`config.mk`:
```
export PLATFORM = sky130hd
export DESIGN_NAME = host_spi_master_flat
export DESIGN_NICKNAME = d
export VERILOG_FILES = /design/src/rtl/host_spi_master_if.sv /design/src/rtl/host_spi_master.sv /design/src/flat_wrapper.sv
export SDC_FILE = /design/constraint.sdc
export NUM_CORES = 1
export LEC_CHECK = 0
export CAP_MARGIN = 25
export CORE_AREA = 2 2 85 95
export CTS_BUF_LIST = sky130_fd_sc_hd__clkbuf_4 sky130_fd_sc_hd__clkbuf_8
export DETAILED_ROUTE_END_ITERATION = 16
export DIE_AREA = 0 0 87 97
export HOLD_SLACK_MARGIN = 0.05
export PLACE_DENSITY_LB_ADDON = 0.1
export SYNTH_ARGS = -nofsm -noshare
export SYNTH_HDL_FRONTEND = slang
export SYNTH_SLANG_ARGS = --single-unit
```
`constraint.sdc`:
```
create_clock -name hb_clk -period 6.4 [get_ports hb_clk]
set_input_delay 1.92 -clock hb_clk [delete_from_list [all_inputs] [get_ports hb_clk]]
set_output_delay 1.92 -clock hb_clk [all_outputs]
set_load 0.02 [all_outputs]
```
`src/rtl/host_spi_master_if.sv`:
```
// rtl/host_spi_master_if.sv - host-side command, word stream and SPI pin bundle for host_spi_master
interface host_spi_master_if;
  logic        start;
  logic [1:0]  mode;
  logic [9:0]  nwords;
  logic        abort_busy;
  logic        tx_rd;
  logic [15:0] tx_data;
  logic        rx_wr;
  logic [15:0] rx_data;
  logic [15:0] status;
  logic        busy;
  logic        done;
  logic        spi_sclk;
  logic [1:0]  spi_cs;
  logic        spi_mosi;
  logic        spi_miso;

  modport master (
    input  start, mode, nwords, abort_busy, tx_data, spi_miso,
    output tx_rd, rx_wr, rx_data, status, busy, done, spi_sclk, spi_cs, spi_mosi
  );

  modport slave (
    output start, mode, nwords, abort_busy, tx_data, spi_miso,
    input  tx_rd, rx_wr, rx_data, status, busy, done, spi_sclk, spi_cs, spi_mosi
  );
endinterface

```
`src/rtl/host_spi_master.sv`:
```
// rtl/host_spi_master.sv - mode-0 SPI master moving nwords 16-bit words per chip-select window
module host_spi_master #(
  parameter int DIV    = 2,
  parameter int CS_GAP = 4
) (
  input  logic               hb_clk,
  input  logic               hb_rst_n,
  host_spi_master_if.master  bus
);
  localparam int DW = (DIV > 1) ? $clog2(DIV) : 1;
  localparam int GW = (CS_GAP > 1) ? $clog2(CS_GAP) : 1;
  localparam logic [DW-1:0] DIV_LAST = DW'(DIV - 1);
  localparam logic [GW-1:0] GAP_LAST = GW'(CS_GAP - 1);

  typedef enum logic [2:0] {IDLE, SETUP, LOW, HIGH, WEND, GAP} state_t;

  state_t      state, state_d;
  logic [DW-1:0] div_cnt, div_cnt_d;
  logic [GW-1:0] gap_cnt, gap_cnt_d;
  logic [3:0]  bit_cnt, bit_cnt_d;
  logic [9:0]  word_cnt, word_cnt_d;
  logic [1:0]  mode_l, mode_d;
  logic        abort_l, abort_d;
  logic        first_word, first_d;
  logic        last_word, last_d;
  logic [15:0] tx_sh, tx_sh_d;
  logic [15:0] rx_sh, rx_sh_d;
  logic        sclk_q, sclk_d;
  logic [1:0]  cs_q, cs_d;
  logic        mosi_q, mosi_d;
  logic        tx_rd_q, tx_rd_d;
  logic        rx_wr_q, rx_wr_d;
  logic [15:0] rx_data_q, rx_data_d;
  logic [15:0] status_q, status_d;
  logic        busy_q, busy_d;
  logic        done_q, done_d;
  logic        cont;

  // A host transaction is cut short after word 0 when the slave flags not-ready.
  assign cont = (word_cnt != 10'd1) &&
                !(first_word && abort_l && (mode_l == 2'b01) && rx_sh[13]);

  always_comb begin
    state_d    = state;
    div_cnt_d  = div_cnt + DW'(1);
    gap_cnt_d  = gap_cnt;
    bit_cnt_d  = bit_cnt;
    word_cnt_d = word_cnt;
    mode_d     = mode_l;
    abort_d    = abort_l;
    first_d    = first_word;
    last_d     = last_word;
    tx_sh_d    = tx_sh;
    rx_sh_d    = rx_sh;
    sclk_d     = sclk_q;
    cs_d       = cs_q;
    mosi_d     = mosi_q;
    tx_rd_d    = 1'b0;
    rx_wr_d    = 1'b0;
    rx_data_d  = rx_data_q;
    status_d   = status_q;
    busy_d     = busy_q;
    done_d     = 1'b0;
    case (state)
      IDLE: begin
        if (bus.start && bus.mode[0]) begin
          if (bus.nwords == 10'd0) begin
            done_d = 1'b1;
          end else begin
            state_d    = SETUP;
            div_cnt_d  = '0;
            bit_cnt_d  = '0;
            word_cnt_d = bus.nwords;
            mode_d     = bus.mode;
            abort_d    = bus.abort_busy;
            first_d    = 1'b1;
            last_d     = 1'b0;
            cs_d       = bus.mode;
            tx_rd_d    = 1'b1;
            tx_sh_d    = bus.tx_data;
            mosi_d     = bus.tx_data[15];
            busy_d     = 1'b1;
          end
        end
      end
      SETUP, LOW: begin
        if (div_cnt == DIV_LAST) begin
          state_d   = HIGH;
          div_cnt_d = '0;
          sclk_d    = 1'b1;
          rx_sh_d   = {rx_sh[14:0], bus.spi_miso};
        end
      end
      HIGH: begin
        if (div_cnt == DIV_LAST) begin
          div_cnt_d = '0;
          sclk_d    = 1'b0;
          if (bit_cnt == 4'd15) begin
            // WEND doubles as the first low cycle so the next word follows with no SCLK gap.
            state_d    = WEND;
            bit_cnt_d  = '0;
            rx_wr_d    = 1'b1;
            rx_data_d  = rx_sh;
            if (first_word) status_d = rx_sh;
            first_d    = 1'b0;
            word_cnt_d = word_cnt - 10'd1;
            last_d     = !cont;
            if (cont) begin
              tx_rd_d = 1'b1;
              tx_sh_d = bus.tx_data;
              mosi_d  = bus.tx_data[15];
            end else begin
              mosi_d  = 1'b0;
            end
          end else begin
            state_d   = LOW;
            bit_cnt_d = bit_cnt + 4'd1;
            tx_sh_d   = {tx_sh[14:0], 1'b0};
            mosi_d    = tx_sh[14];
          end
        end
      end
      WEND: begin
        if (last_word) begin
          state_d   = GAP;
          cs_d      = 2'b00;
          gap_cnt_d = '0;
          done_d    = (CS_GAP == 1);
        end else if (div_cnt == DIV_LAST) begin
          state_d   = HIGH;
          div_cnt_d = '0;
          sclk_d    = 1'b1;
          rx_sh_d   = {rx_sh[14:0], bus.spi_miso};
        end else begin
          state_d   = LOW;
        end
      end
      GAP: begin
        if (gap_cnt == GAP_LAST) begin
          state_d = IDLE;
          busy_d  = 1'b0;
        end else begin
          gap_cnt_d = gap_cnt + GW'(1);
          done_d    = ((gap_cnt + GW'(1)) == GAP_LAST);
        end
      end
      default: state_d = IDLE;
    endcase
  end

  always_ff @(posedge hb_clk or negedge hb_rst_n) begin
    if (!hb_rst_n) begin
      state      <= IDLE;
      div_cnt    <= '0;
      gap_cnt    <= '0;
      bit_cnt    <= '0;
      word_cnt   <= '0;
      mode_l     <= 2'b00;
      abort_l    <= 1'b0;
      first_word <= 1'b0;
      last_word  <= 1'b0;
      tx_sh      <= '0;
      rx_sh      <= '0;
      sclk_q     <= 1'b0;
      cs_q       <= 2'b00;
      mosi_q     <= 1'b0;
      tx_rd_q    <= 1'b0;
      rx_wr_q    <= 1'b0;
      rx_data_q  <= '0;
      status_q   <= '0;
      busy_q     <= 1'b0;
      done_q     <= 1'b0;
    end else begin
      state      <= state_d;
      div_cnt    <= div_cnt_d;
      gap_cnt    <= gap_cnt_d;
      bit_cnt    <= bit_cnt_d;
      word_cnt   <= word_cnt_d;
      mode_l     <= mode_d;
      abort_l    <= abort_d;
      first_word <= first_d;
      last_word  <= last_d;
      tx_sh      <= tx_sh_d;
      rx_sh      <= rx_sh_d;
      sclk_q     <= sclk_d;
      cs_q       <= cs_d;
      mosi_q     <= mosi_d;
      tx_rd_q    <= tx_rd_d;
      rx_wr_q    <= rx_wr_d;
      rx_data_q  <= rx_data_d;
      status_q   <= status_d;
      busy_q     <= busy_d;
      done_q     <= done_d;
    end
  end

  assign bus.spi_sclk = sclk_q;
  assign bus.spi_cs   = cs_q;
  assign bus.spi_mosi = mosi_q;
  assign bus.tx_rd    = tx_rd_q;
  assign bus.rx_wr    = rx_wr_q;
  assign bus.rx_data  = rx_data_q;
  assign bus.status   = status_q;
  assign bus.busy     = busy_q;
  assign bus.done     = done_q;
endmodule

```
`src/flat_wrapper.sv`:
```
// flat-port wrapper written by rule: the top's interface ports become plain ports
module host_spi_master_flat 
#(
  parameter int DIV    = 2,
  parameter int CS_GAP = 4
)
  (hb_clk, hb_rst_n, bus_start, bus_mode, bus_nwords, bus_abort_busy, bus_tx_data, bus_spi_miso, bus_tx_rd, bus_rx_wr, bus_rx_data, bus_status, bus_busy, bus_done, bus_spi_sclk, bus_spi_cs, bus_spi_mosi);
  host_spi_master_if bus_i ();
  input  logic hb_clk;
  input  logic hb_rst_n;
  input wire logic [$bits(bus_i.start)-1:0] bus_start;
  input wire logic [$bits(bus_i.mode)-1:0] bus_mode;
  input wire logic [$bits(bus_i.nwords)-1:0] bus_nwords;
  input wire logic [$bits(bus_i.abort_busy)-1:0] bus_abort_busy;
  input wire logic [$bits(bus_i.tx_data)-1:0] bus_tx_data;
  input wire logic [$bits(bus_i.spi_miso)-1:0] bus_spi_miso;
  output wire logic [$bits(bus_i.tx_rd)-1:0] bus_tx_rd;
  output wire logic [$bits(bus_i.rx_wr)-1:0] bus_rx_wr;
  output wire logic [$bits(bus_i.rx_data)-1:0] bus_rx_data;
  output wire logic [$bits(bus_i.status)-1:0] bus_status;
  output wire logic [$bits(bus_i.busy)-1:0] bus_busy;
  output wire logic [$bits(bus_i.done)-1:0] bus_done;
  output wire logic [$bits(bus_i.spi_sclk)-1:0] bus_spi_sclk;
  output wire logic [$bits(bus_i.spi_cs)-1:0] bus_spi_cs;
  output wire logic [$bits(bus_i.spi_mosi)-1:0] bus_spi_mosi;
  assign bus_i.start = bus_start;
  assign bus_i.mode = bus_mode;
  assign bus_i.nwords = bus_nwords;
  assign bus_i.abort_busy = bus_abort_busy;
  assign bus_i.tx_data = bus_tx_data;
  assign bus_i.spi_miso = bus_spi_miso;
  assign bus_tx_rd = bus_i.tx_rd;
  assign bus_rx_wr = bus_i.rx_wr;
  assign bus_rx_data = bus_i.rx_data;
  assign bus_status = bus_i.status;
  assign bus_busy = bus_i.busy;
  assign bus_done = bus_i.done;
  assign bus_spi_sclk = bus_i.spi_sclk;
  assign bus_spi_cs = bus_i.spi_cs;
  assign bus_spi_mosi = bus_i.spi_mosi;
  host_spi_master #(.DIV(DIV), .CS_GAP(CS_GAP)) u_core (.hb_clk(hb_clk), .hb_rst_n(hb_rst_n), .bus(bus_i));
endmodule
```
Word level (Yosys, flattened, before mapping)

Index checks and enable logic that the tools add are counted.

Output and inout port bits: 40
Register bits: 96
Bits of input ports: 33
Logic and storage cells: 148

Mux-type cells: 74
Reductions and logical operators: 29
$add $sub $neg: 4
Bitwise logic cells: 1
Eq/ne operators: 20

Operators with widths:

| operator                                                                  | number |
|---|---|
| 15-bit two-way mux                                                        | 5 |
| 10-bit two-way mux                                                        | 4 |
| 1-bit two-way mux                                                         | 33 |
| 16-bit two-way mux                                                        | 2 |
| 16-bit case mux with 2 select lines                                       | 1 |
| 15-bit case mux with 2 select lines                                       | 1 |
| 3-bit two-way mux                                                         | 7 |
| 10-bit case mux with 2 select lines                                       | 1 |
| 4-bit two-way mux                                                         | 4 |
| 4-bit AND reduction                                                       | 4 |
| 3-bit case mux with 5 select lines                                        | 1 |
| 5-bit AND reduction                                                       | 3 |
| 2-bit by 1-bit inequality test with 1-bit output (second input constant)  | 6 |
| 1-bit case mux with 2 select lines                                        | 6 |
| 3-bit AND reduction                                                       | 4 |
| 10-bit zero test                                                          | 1 |
| 10-bit by 1-bit inequality test with 1-bit output (second input constant) | 1 |
| 2-bit nonzero test                                                        | 5 |
| 10-bit by 1-bit subtractor with 10-bit output (second input constant)     | 1 |
| 2-bit two-way mux                                                         | 4 |
| 2-bit case mux with 2 select lines                                        | 2 |
| 4-bit case mux with 2 select lines                                        | 1 |
| 3-bit by 2-bit equality test with 1-bit output (second input constant)    | 2 |
| 3-bit equality test (second input constant)                               | 2 |
| 18 further kinds                                                          | 27 |

Logic depth before layout (Yosys ltp)

Gate-level depths: netlist (run 1).

Depth after elaboration: 9
Mapped depth: 8
Mapped depth without buffers: 7

Worst setup path before layout (run 1)

OpenSTA, ideal clock, no wires.

Path type: input to register
Start: input bus_mode[0]
End: register u_core.bit_cnt[3]
Data arrival time: 3.202 ns
Buffers on the path: 1
Library setup time: 0.069 ns
Setup slack: 3.129 ns
Required time: 6.331 ns
Cell stages on the path: 6
Cell sequence: nand2_1 -> o21a_1 -> or2_2 -> clkbuf_1 -> or4_1 -> nand3_1

Longest elaborated chain between the ends: 3

RTL lines:

| element                                                           | RTL line               | RTL |
|---|---|---|
| from (decl)                                                       | flat_wrapper.sv:12     | `input wire logic [$bits(bus_i.mode)-1:0] bus_mode;` |
| 1-bit logical AND                                                 | host_spi_master.sv:66  | `if (bus.start && bus.mode[0]) begin` |
| 2-bit by 1-bit inequality test with 1-bit output (no source line) | n/a                    |  |
| 4-bit AND reduction (no source line)                              | n/a                    |  |
| to (signal assigned)                                              | host_spi_master.sv:177 | `bit_cnt <= bit_cnt_d;` |
| to (decl)                                                         | host_spi_master.sv:20  | `logic [3:0] bit_cnt, bit_cnt_d;` |

Every way passes these cells.
A chain may end at the register's enable or synchronous reset.

Worst setup path after layout (run 1)

Start: input bus_nwords[0]
End: register u_core.tx_sh[0]

Longest elaborated chain between the ends: 3

RTL lines:

| element                                | RTL line               | RTL |
|---|---|---|
| from (decl)                            | flat_wrapper.sv:13     | `input wire logic [$bits(bus_i.nwords)-1:0] bus_nwords;` |
| 10-bit zero test                       | host_spi_master.sv:67  | `if (bus.nwords == 10'd0) begin` |
| 2-bit inequality test (no source line) | n/a                    |  |
| 5-bit AND reduction (no source line)   | n/a                    |  |
| to (signal assigned)                   | host_spi_master.sv:183 | `tx_sh <= tx_sh_d;` |
| to (decl)                              | host_spi_master.sv:26  | `logic [15:0] tx_sh, tx_sh_d;` |

Every way passes these cells.

==> run summary, run 1 <==
Layout cell share with drive strength beyond 1: 0.165. Capturing element type of the critical path: a flip-flop. The analysis attributes to cell leakage a power of 2.36 nW. The number of instances resized during post-cts repair is 0. After clock tree synthesis, the setup repair step added 0 buffers.

The share of the core filled with cells in the final layout is 0.709, and the number of buffers inserted by port buffering is 72. Across the whole layout, storage elements account for 2400 sq um. The number of endpoints with negative hold slack in the final report is 0. The post-synthesis average cell area came out at 11.5 sq um. The setup check on the worst reg-to-reg path leaves a slack of 3.03 ns. The number of nets handed over by synthesis was 410. The routed design has 8.40 mm of wire. In this run the cell area of the synthesized design comes to 4270 sq um. Setup repair after global routing left no endpoint under its margin. Of all cell types, the one taking the most synthesized area is sky130_fd_sc_hd__dfrtp_1. The highest net fanout along the worst path works out to 21. The tools report the capturing point of the worst reg2reg path as u_core.bus.status[15]. The number of cells on the worst reg-to-reg path is 4. Among all flip-flop cells after synthesis, the most frequent one is sky130_fd_sc_hd__dfrtp_1. The tree is rooted in a sky130_fd_sc_hd__clkbuf_8. For this design the ratio of total power to cell area is 340 nW/um^2. The area growth from synthesis to final layout is 22.6%, and the number of distinct library cells after synthesis is 51.

Once placement completed, the tool counted placed cells totaling 513. The pin count of the biggest net entering global routing was 50. The tools report the aggregate global routing overflow as 0. The tools report the worst setup path endpoint as u_core.tx_sh[0].

The worst setup path is of the input pin to flip-flop kind. The initial core utilization is 0.578, and the final antenna diode count is 0. The first global-routing pass estimated 14.2 mm of wire. The number of clock sinks seen by CTS is 96, and the final routed wire length divided by cell count is 15.9 um. Setup violations remaining at the end of the flow were counted as 0. At the end of routability-driven placement, the weighted congestion stood at 0.848. The number of vias per cell came out at 5.77.

STA classifies the critical path startpoint as an input pin. For this block, the initial DRC count from the detailed router was 145. In the routed design, unresolved DRC markers number 0. Number of antenna violations at the first check in global routing: 0.

In this run, synthesis inferred 0 flip-flops with an integrated enable. The overall global routing resource usage was 0.211; the ratio of final minimum period to clock period was 0.565. Once layout is complete, the cells apart from fillers number 529. The area inside the core boundary came out at 7390 sq um.

The tools report the fmax as 0.276 GHz. The logs give 2 for the buffer depth of the longest clock path and 475 for the final net count. Detailed routing inserted a total of 3054 vias.

For this run, the detailed router's first-pass iteration total came to 4. TritonCTS built the clock tree. The maximum vdd drop is 0.000185 V. The total of max-cap violations is 0, and the arrival time reported for the critical path endpoint is 3.85 ns. Worst hold-check path type: flip-flop to flip-flop. The total area of multi-input combinational cells was 1760 sq um. For the maximum level of the CTS H-tree, the log shows 3. The register clock-pin slew on the reported worst setup and hold paths is 0.10 ns, and the worst-case headroom to the max-slew limit is 0.383. The standard-cell row count is 33, and the insertion delay to the later sink of the worst-skew pair is 0.37 ns. Synthesis inferred 96 register bits. The logs give 73 for the number of ports placed on the die boundary and 8440 sq um for the area of the die. With fillers left out, the area of the finished cells amounts to 5240 sq um. Synthesis produced a netlist whose cell count is 372.

Hold is met by 0.479 ns. Number of global-route vias before repair: 2927. Area share of the largest cell type after synthesis: 0.562. Between clock sinks in the finished design, the worst skew comes to 0.0121 ns. Sorting the synthesized cells by area gives the leading types as sky130_fd_sc_hd__dfrtp_1, sky130_fd_sc_hd__mux2_2, sky130_fd_sc_hd__o21ai_0, sky130_fd_sc_hd__mux2i_1, sky130_fd_sc_hd__nand2_1.

The run gives 0 as the max-slew violation count. The run gives 0 as the count of hold-fix buffers inserted at cts. The flow ran to the end, and the final reports show no timing, DRC or antenna violations.

The share of synthesized flip-flops with an asynchronous set or reset was 1.00. After routing, the total negative slack on setup checks comes to 0 ns. The Yosys step of the flow raised 0 warnings.

For the pin with the worst max-slew slack, the measured transition is 0.925 ns. STA puts the critical path data required time at 6.64 ns. In this run the worst setup path begins at bus_nwords[0]. The number of clock buffers added by TritonCTS is 9.

The final critical path time including I/O delays and setup was 3.62 ns. The die span in y was 97 um; the sum of net half-perimeters after detailed placement was 5.78 mm. The placed standard-cell area was 5020 sq um. The worst register-to-register path begins at u_core.state[1]. Once detail routing completed, the nets flagged for antenna violations numbered 0. Fill cells in the final layout number 555. The sequential cell area fraction in the yosys report came out at 0.562.

From left edge to right edge, the die measures 87 um.
==> cell type report <==
type                            count  area share
Timing Repair Buffer               74       0.140
Sequential cell                    96       0.459
Inverter                            6     0.00430
Multi-Input combinational cell    250       0.335
Clock inverter                      5      0.0119
Clock buffer                       11      0.0289
Tap cell                           87      0.0208
==> synthesized netlist by cell type, types with 2 or more instances <==
| master | instances |
|---|---|
| sky130_fd_sc_hd__nor2b_1 | 3 |
| sky130_fd_sc_hd__nand3_1 | 12 |
| sky130_fd_sc_hd__a31oi_1 | 2 |
| sky130_fd_sc_hd__nor3b_1 | 3 |
| sky130_fd_sc_hd__mux2i_1 | 14 |
| sky130_fd_sc_hd__buf_2 | 5 |
| sky130_fd_sc_hd__nand2b_1 | 4 |
| sky130_fd_sc_hd__nor4_1 | 4 |
| sky130_fd_sc_hd__ha_1 | 5 |
| sky130_fd_sc_hd__a22o_1 | 2 |
| sky130_fd_sc_hd__mux2_2 | 48 |
| sky130_fd_sc_hd__o21a_1 | 2 |
| sky130_fd_sc_hd__o22ai_1 | 2 |
| sky130_fd_sc_hd__a22oi_1 | 3 |
| sky130_fd_sc_hd__a21oi_1 | 7 |
| sky130_fd_sc_hd__o32ai_1 | 2 |
| sky130_fd_sc_hd__o22a_1 | 2 |
| sky130_fd_sc_hd__or3_1 | 3 |
| sky130_fd_sc_hd__buf_1 | 2 |
| sky130_fd_sc_hd__nand2_1 | 33 |
| sky130_fd_sc_hd__o21ai_0 | 47 |
| sky130_fd_sc_hd__nand3b_1 | 3 |
| sky130_fd_sc_hd__or4_1 | 2 |
| sky130_fd_sc_hd__dfrtp_1 | 96 |
| sky130_fd_sc_hd__nor3_1 | 5 |
| sky130_fd_sc_hd__and3_1 | 2 |
| sky130_fd_sc_hd__clkbuf_1 | 11 |
| sky130_fd_sc_hd__and4_1 | 2 |
| sky130_fd_sc_hd__nor2_1 | 19 |
| sky130_fd_sc_hd__inv_1 | 6 |
==> worst min path at each step <==
stage	cells past startpoint	from	slack, ns	endpoint
after floorplan	1	u_core.mode_l[0]	0.44	u_core.mode_l[0]
final	1	u_core.mode_l[0]	0.48	u_core.mode_l[0]
after global placement	1	u_core.mode_l[0]	0.45	u_core.mode_l[0]
after global routing	1	u_core.mode_l[0]	0.49	u_core.mode_l[0]
after detailed placement	1	u_core.mode_l[0]	0.45	u_core.mode_l[0]
after CTS	1	u_core.mode_l[0]	0.48	u_core.mode_l[0]
==> cell usage in the layout (no fill, tap or decap), types with 2 or more instances in the layout <==
master | netlist | layout
sky130_fd_sc_hd__a22oi_1 | 3 | 3
sky130_fd_sc_hd__a31oi_1 | 2 | 2
sky130_fd_sc_hd__clkbuf_8 | 0 | 11
sky130_fd_sc_hd__clkdlybuf4s50_1 | 0 | 71
sky130_fd_sc_hd__clkinvlp_4 | 0 | 2
sky130_fd_sc_hd__or3_1 | 3 | 3
sky130_fd_sc_hd__o21a_1 | 2 | 2
sky130_fd_sc_hd__a21oi_1 | 7 | 7
sky130_fd_sc_hd__nand2b_1 | 4 | 4
sky130_fd_sc_hd__nand2_1 | 33 | 33
sky130_fd_sc_hd__and4_1 | 2 | 2
sky130_fd_sc_hd__nor2b_1 | 3 | 3
sky130_fd_sc_hd__nand3_1 | 12 | 12
sky130_fd_sc_hd__o22a_1 | 2 | 2
sky130_fd_sc_hd__o22ai_1 | 2 | 2
sky130_fd_sc_hd__mux2i_1 | 14 | 14
sky130_fd_sc_hd__inv_1 | 6 | 6
sky130_fd_sc_hd__or4_1 | 2 | 2
sky130_fd_sc_hd__o32ai_1 | 2 | 2
sky130_fd_sc_hd__nor3b_1 | 3 | 3
sky130_fd_sc_hd__nand3b_1 | 3 | 3
sky130_fd_sc_hd__mux2_2 | 48 | 48
sky130_fd_sc_hd__and3_1 | 2 | 2
sky130_fd_sc_hd__a22o_1 | 2 | 2
sky130_fd_sc_hd__nor4_1 | 4 | 4
sky130_fd_sc_hd__ha_1 | 5 | 5
sky130_fd_sc_hd__buf_4 | 0 | 3
sky130_fd_sc_hd__nor2_1 | 19 | 19
sky130_fd_sc_hd__nor3_1 | 5 | 5
sky130_fd_sc_hd__o21ai_0 | 47 | 47
sky130_fd_sc_hd__dfrtp_1 | 96 | 96
==> cells by family (layout without fill, tap and decap cells) <==
group                    Yosys count  after routing  synth area share
AO/OA/AOI/OAI                     80             80             0.115
adder cells (fa/ha/maj)            5              5            0.0146
buffers and inverters             26             96            0.0264
flip-flops                        96             96             0.562
multiplexers                      62             62             0.159
AND/OR/NAND/NOR                  103            103             0.122
==> worst max-delay path, cell delays in order <==
cell and delay [ns]:
sky130_fd_sc_hd__clkdlybuf4s50_1 0.45, sky130_fd_sc_hd__nor4_1 0.42, sky130_fd_sc_hd__and4_1 0.32, sky130_fd_sc_hd__or2_2 0.34
sky130_fd_sc_hd__or2_4 0.28, sky130_fd_sc_hd__o21ai_0 0.12
==> power breakdown <==
group	internal, mW	switching (mW)	leakage, nW
clock network	0.204	0.213	0.102
registers	0.756	0.135	1.24
logic	0.225	0.249	1.02
total	1.19	0.596	2.36
==> state kept, by name, summed over array words and instances (netlist names) <==
signal               cells
u_core.first_word        1
u_core.tx_sh            15
u_core.div_cnt           1
u_core.bus.spi_cs        2
u_core.gap_cnt           2
u_core.bus.spi_sclk      1
u_core.bus.tx_rd         1
u_core.mode_l            2
u_core.bus.rx_wr         1
u_core.abort_l           1
u_core.state             3
u_core.bus.done          1
u_core.bus.busy          1
u_core.bit_cnt           4
u_core.bus.rx_data      16
u_core.last_word         1
u_core.rx_sh            16
u_core.word_cnt         10
u_core.bus.spi_mosi      1
u_core.bus.status       16
==> per-stage QoR <==
stage / power, mW / setup slack [ns]
after global placement: 1.35 / 2.51
final: 1.78 / 2.78
after detailed placement: 1.38 / 2.46
after floorplan: 1.23 / 3.13
after global routing: 1.90 / 2.69
after CTS: 1.79 / 2.83
==> routing by layer <==
layer	share of wire	track usage	vias to the layer above
met2	0.51	0.340	74
li1	-	-	1470
met5	0	0	-
met3	0.037	0.0290	14
met4	0.017	0.0757	0
met1	0.44	0.289	1496
No activity file was read; power rests on OpenSTA's default activity.
==> run 2: changes to the inputs <==
- CORE_AREA: 2 2 85 95 -> 2 2 88 98
- DIE_AREA: 0 0 87 97 -> 0 0 90 100
- clock period: 6.4 -> 3.4 ns (I/O delays scaled with it)
==> run 2 against run 1 <==
Net effect:
- clock skew is 0.0030 ns higher
- non-clock buffer count rose by 3
- count of clock-buffer cells in the layout fell by 2
==> run summary, run 2 (same netlist as run 1, synthesis figures left out) <==
In this run the most critical hold path is launched from u_core.bus.spi_cs[0]. The number of buffers created by CTS came out at 9 (unchanged). The flow ran to the end, and the final reports show no timing, DRC or antenna violations.

The die span in y is 100 um (+3.1%), and the clock skew after layout is 0.0151 ns (+0.00296 ns). For this design, the slowest cell found on the critical path is sky130_fd_sc_hd__clkdlybuf4s50_1. Remaining antenna violation count: 0 (unchanged). The final antenna diode count is 0 (unchanged).

For the setup violation total in the final timing report, the log shows 0 (unchanged). The buffer depth of the longest clock path came out at 2 (unchanged). The tools report the critical path required time as 3.65 ns (-2.99 ns).

The number of vias per cell was 5.51 (-4.6%); the final critical path time including I/O delays and setup was 2.61 ns. Length in cells of the worst reg-to-reg path: 5 (+1). The pin count of the biggest net entering global routing came out at 52 (+4.0%).

The tools report the worst-case headroom to the max-slew limit as 0.385 (+0.00160). The worst register-to-register path begins at u_core.word_cnt[3]. The number of buffers and inverters on the critical path works out to 1 (unchanged). The total number of vias is 3062 (+0.26%), and the maximum single-stage delay on the critical path is 0.44 ns (about the same). Highest net fanout along the worst path: 21 (unchanged). The kind of cell adding the most delay to the critical path was simple AND/OR/NAND/NOR gates. The tools report the filler cell count as 668 (+20%).

The global-route wire length before repair is 14.2 mm (+0.30%), and the number of clock sinks seen by CTS is 96 (unchanged). The maximum level of the CTS H-tree was 3 (unchanged); the x dimension of the die was 90 um (+3.4%). The tools report the setup TNS after final layout as 0 ns (unchanged). The worst setup slack before clock tree synthesis was 0.405 ns (-2.05 ns); the max-slew violation count was 0 (unchanged). The total detailed-routing wirelength came out at 8.40 mm (about the same). STA classifies the critical path startpoint as an input pin. The area inside the core boundary is 8150 sq um (+10%), and the met2 layer usage reported by global route is 0.333 (-0.00743). The worst hold path terminates at u_core.bus.spi_cs[0].

Setup repair after global routing left no endpoint under its margin. The number of DRC violations after detailed routing came out at 0 (unchanged). The number of buffers inserted by port buffering was 72 (unchanged); the number of instances resized during post-cts repair was 0 (unchanged). The register clock-pin slew on the reported worst setup and hold paths works out to 0.11 ns (about the same).

The fraction of met3 tracks used by global routing was 0.0368 (+0.00778); the weighted congestion at the end of routability-driven global placement was 0.800 (-5.7%). The count of hold-fix buffers inserted at cts is 0 (unchanged). TritonCTS built the clock tree.

The area of the die was 9000 sq um (+6.6%). Relative to the synthesized area, the layout overhead comes to 24.3%. The routing usage on met1 is 0.259 (-0.0298), and the layout cell share with drive strength beyond 1 is 0.171 (+0.00563). The post-layout instance count excluding filler cells came out at 556 (+5.1%).

In this run the worst setup path begins at bus_nwords[0]. The run gives 2.39 nW (+1.2%) as the static leakage power. Length of the first detailed-routing pass in iterations: 4 (unchanged). For the number of buffers added for setup after CTS, the log shows 0 (unchanged). The arrival time reported for the critical path endpoint is 2.86 ns (-0.99 ns).

The worst hold-check path type was flip-flop to flip-flop. The sum of net half-perimeters after detailed placement was 5.84 mm (+1.1%); the number of global-route vias before repair was 2997 (+2.4%). The total placed cells including tap cells was 540 (+5.3%); the cell depth of the worst setup path was 6 (unchanged).

The top cell types in the final layout, fill and taps aside, are sky130_fd_sc_hd__dfrtp_1, sky130_fd_sc_hd__clkdlybuf4s50_1, sky130_fd_sc_hd__mux2_2. The aggregate global routing overflow is 0 (unchanged), and the depth of the worst hold-timing path is 2 (+1). The final routed wire length divided by cell count came out at 15.1 um (-4.9%). The run gives 3.39 mW (+91%) as the power after layout. Number of ports placed on the die boundary: 73 (unchanged). The ratio of total power to cell area is 640 nW/um^2 (+88%), and the standard-cell row count is 35 (+6.1%). The logs give 0.524 (-0.0535) for the initial core utilization and 0.793 ns (-1.99 ns) for the worst path setup slack after routing. The kind of critical path was input pin to flip-flop. The cell at the root of the clock tree is sky130_fd_sc_hd__clkbuf_8. The signal on the critical path passes through clkdlybuf4s50_1, nor4_1, and4_1, or2_2, or2_4, o21ai_0. The capturing point of the worst reg2reg path is u_core.tx_sh[7]. Capturing element type of the critical path: a flip-flop.

The number of endpoints with negative hold slack in the final report was 0 (unchanged). The slack of the worst reg-to-reg path was 0.83 ns (-2.20 ns); the overall global routing resource usage was 0.198 (-0.0127). The maximum vdd drop is 0.000370 V (+100%).

The logs give 478 (+0.63%) for the final net count and 102 (-30%) for the initial DRC count. The insertion delay to the later sink of the worst-skew pair was 0.37 ns (about the same); the number of antenna violations at the first check in global routing was 0 (unchanged). Total of max-cap violations: 0 (unchanged). Actual transition at the worst max-transition pin: 0.922 ns (-0.00239 ns). The library cell used most frequently in the layout, excluding fill and tap cells, is sky130_fd_sc_hd__dfrtp_1.

The ratio of final minimum period to clock period works out to 0.767. met2 is the most crowded layer. For the share of the core filled with cells in the final layout, the log shows 0.652 (-0.0570). Timing would allow up to 0.384 GHz.
## run 2: cell count changes in the layout (fill, tap and decap cells not counted), sizes merged
cell      delta
clkbuf       -2
buf          +3
inv          +4
clkinvlp     -2
## run 2: power by group
group	internal [mW]	switching [mW]
registers	1.42	0.248
logic	0.436	0.478
clock network	0.365	0.444
total	2.22	1.17
## run 2: through the flow
stage	hold WS (ns)	cell area (sq um)
after floorplan	0.435	4270
after global placement	0.459	5090
after detailed placement	0.467	5090
after CTS	0.493	5310
after global routing	0.520	5310
final	0.492	5310
## run 2: layer usage
| metal | vias up | wire length, um | part of all wire |
|---|---|---|---|
| li1 | 1475 | - | - |
| met1 | 1503 | 3750 | 0.45 |
| met2 | 76 | 4160 | 0.49 |
| met3 | 8 | 362 | 0.043 |
| met4 | 0 | 125 | 0.015 |
| met5 | - | 0 | 0 |
## run 2: worst max path at each step
stage                              to  slack, ns
floorplan           u_core.bit_cnt[3]       1.03
global placement     u_core.tx_sh[11]       0.43
detailed placement    u_core.tx_sh[7]       0.41
CTS                   u_core.tx_sh[7]       0.79
global route          u_core.tx_sh[8]       0.64
finish                u_core.tx_sh[7]       0.79
## run 2: cell type report
cell class | instances | area, sq um | area share
flip-flops and latches | 96 | 2400 | 0.453
multi-input cells | 250 | 1760 | 0.331
repair buffers | 77 | 768 | 0.145
well taps | 111 | 139 | 0.0262
clock buffers | 9 | 124 | 0.0233
clock inverters | 7 | 95.1 | 0.0179
inverters | 6 | 22.5 | 0.00424
## run 2: tightest hold or removal path, stage by stage (launching register included)
cell and delay [ns]:
sky130_fd_sc_hd__dfrtp_1 0.36, sky130_fd_sc_hd__nand2_1 0.05, sky130_fd_sc_hd__nand2_1 0.05
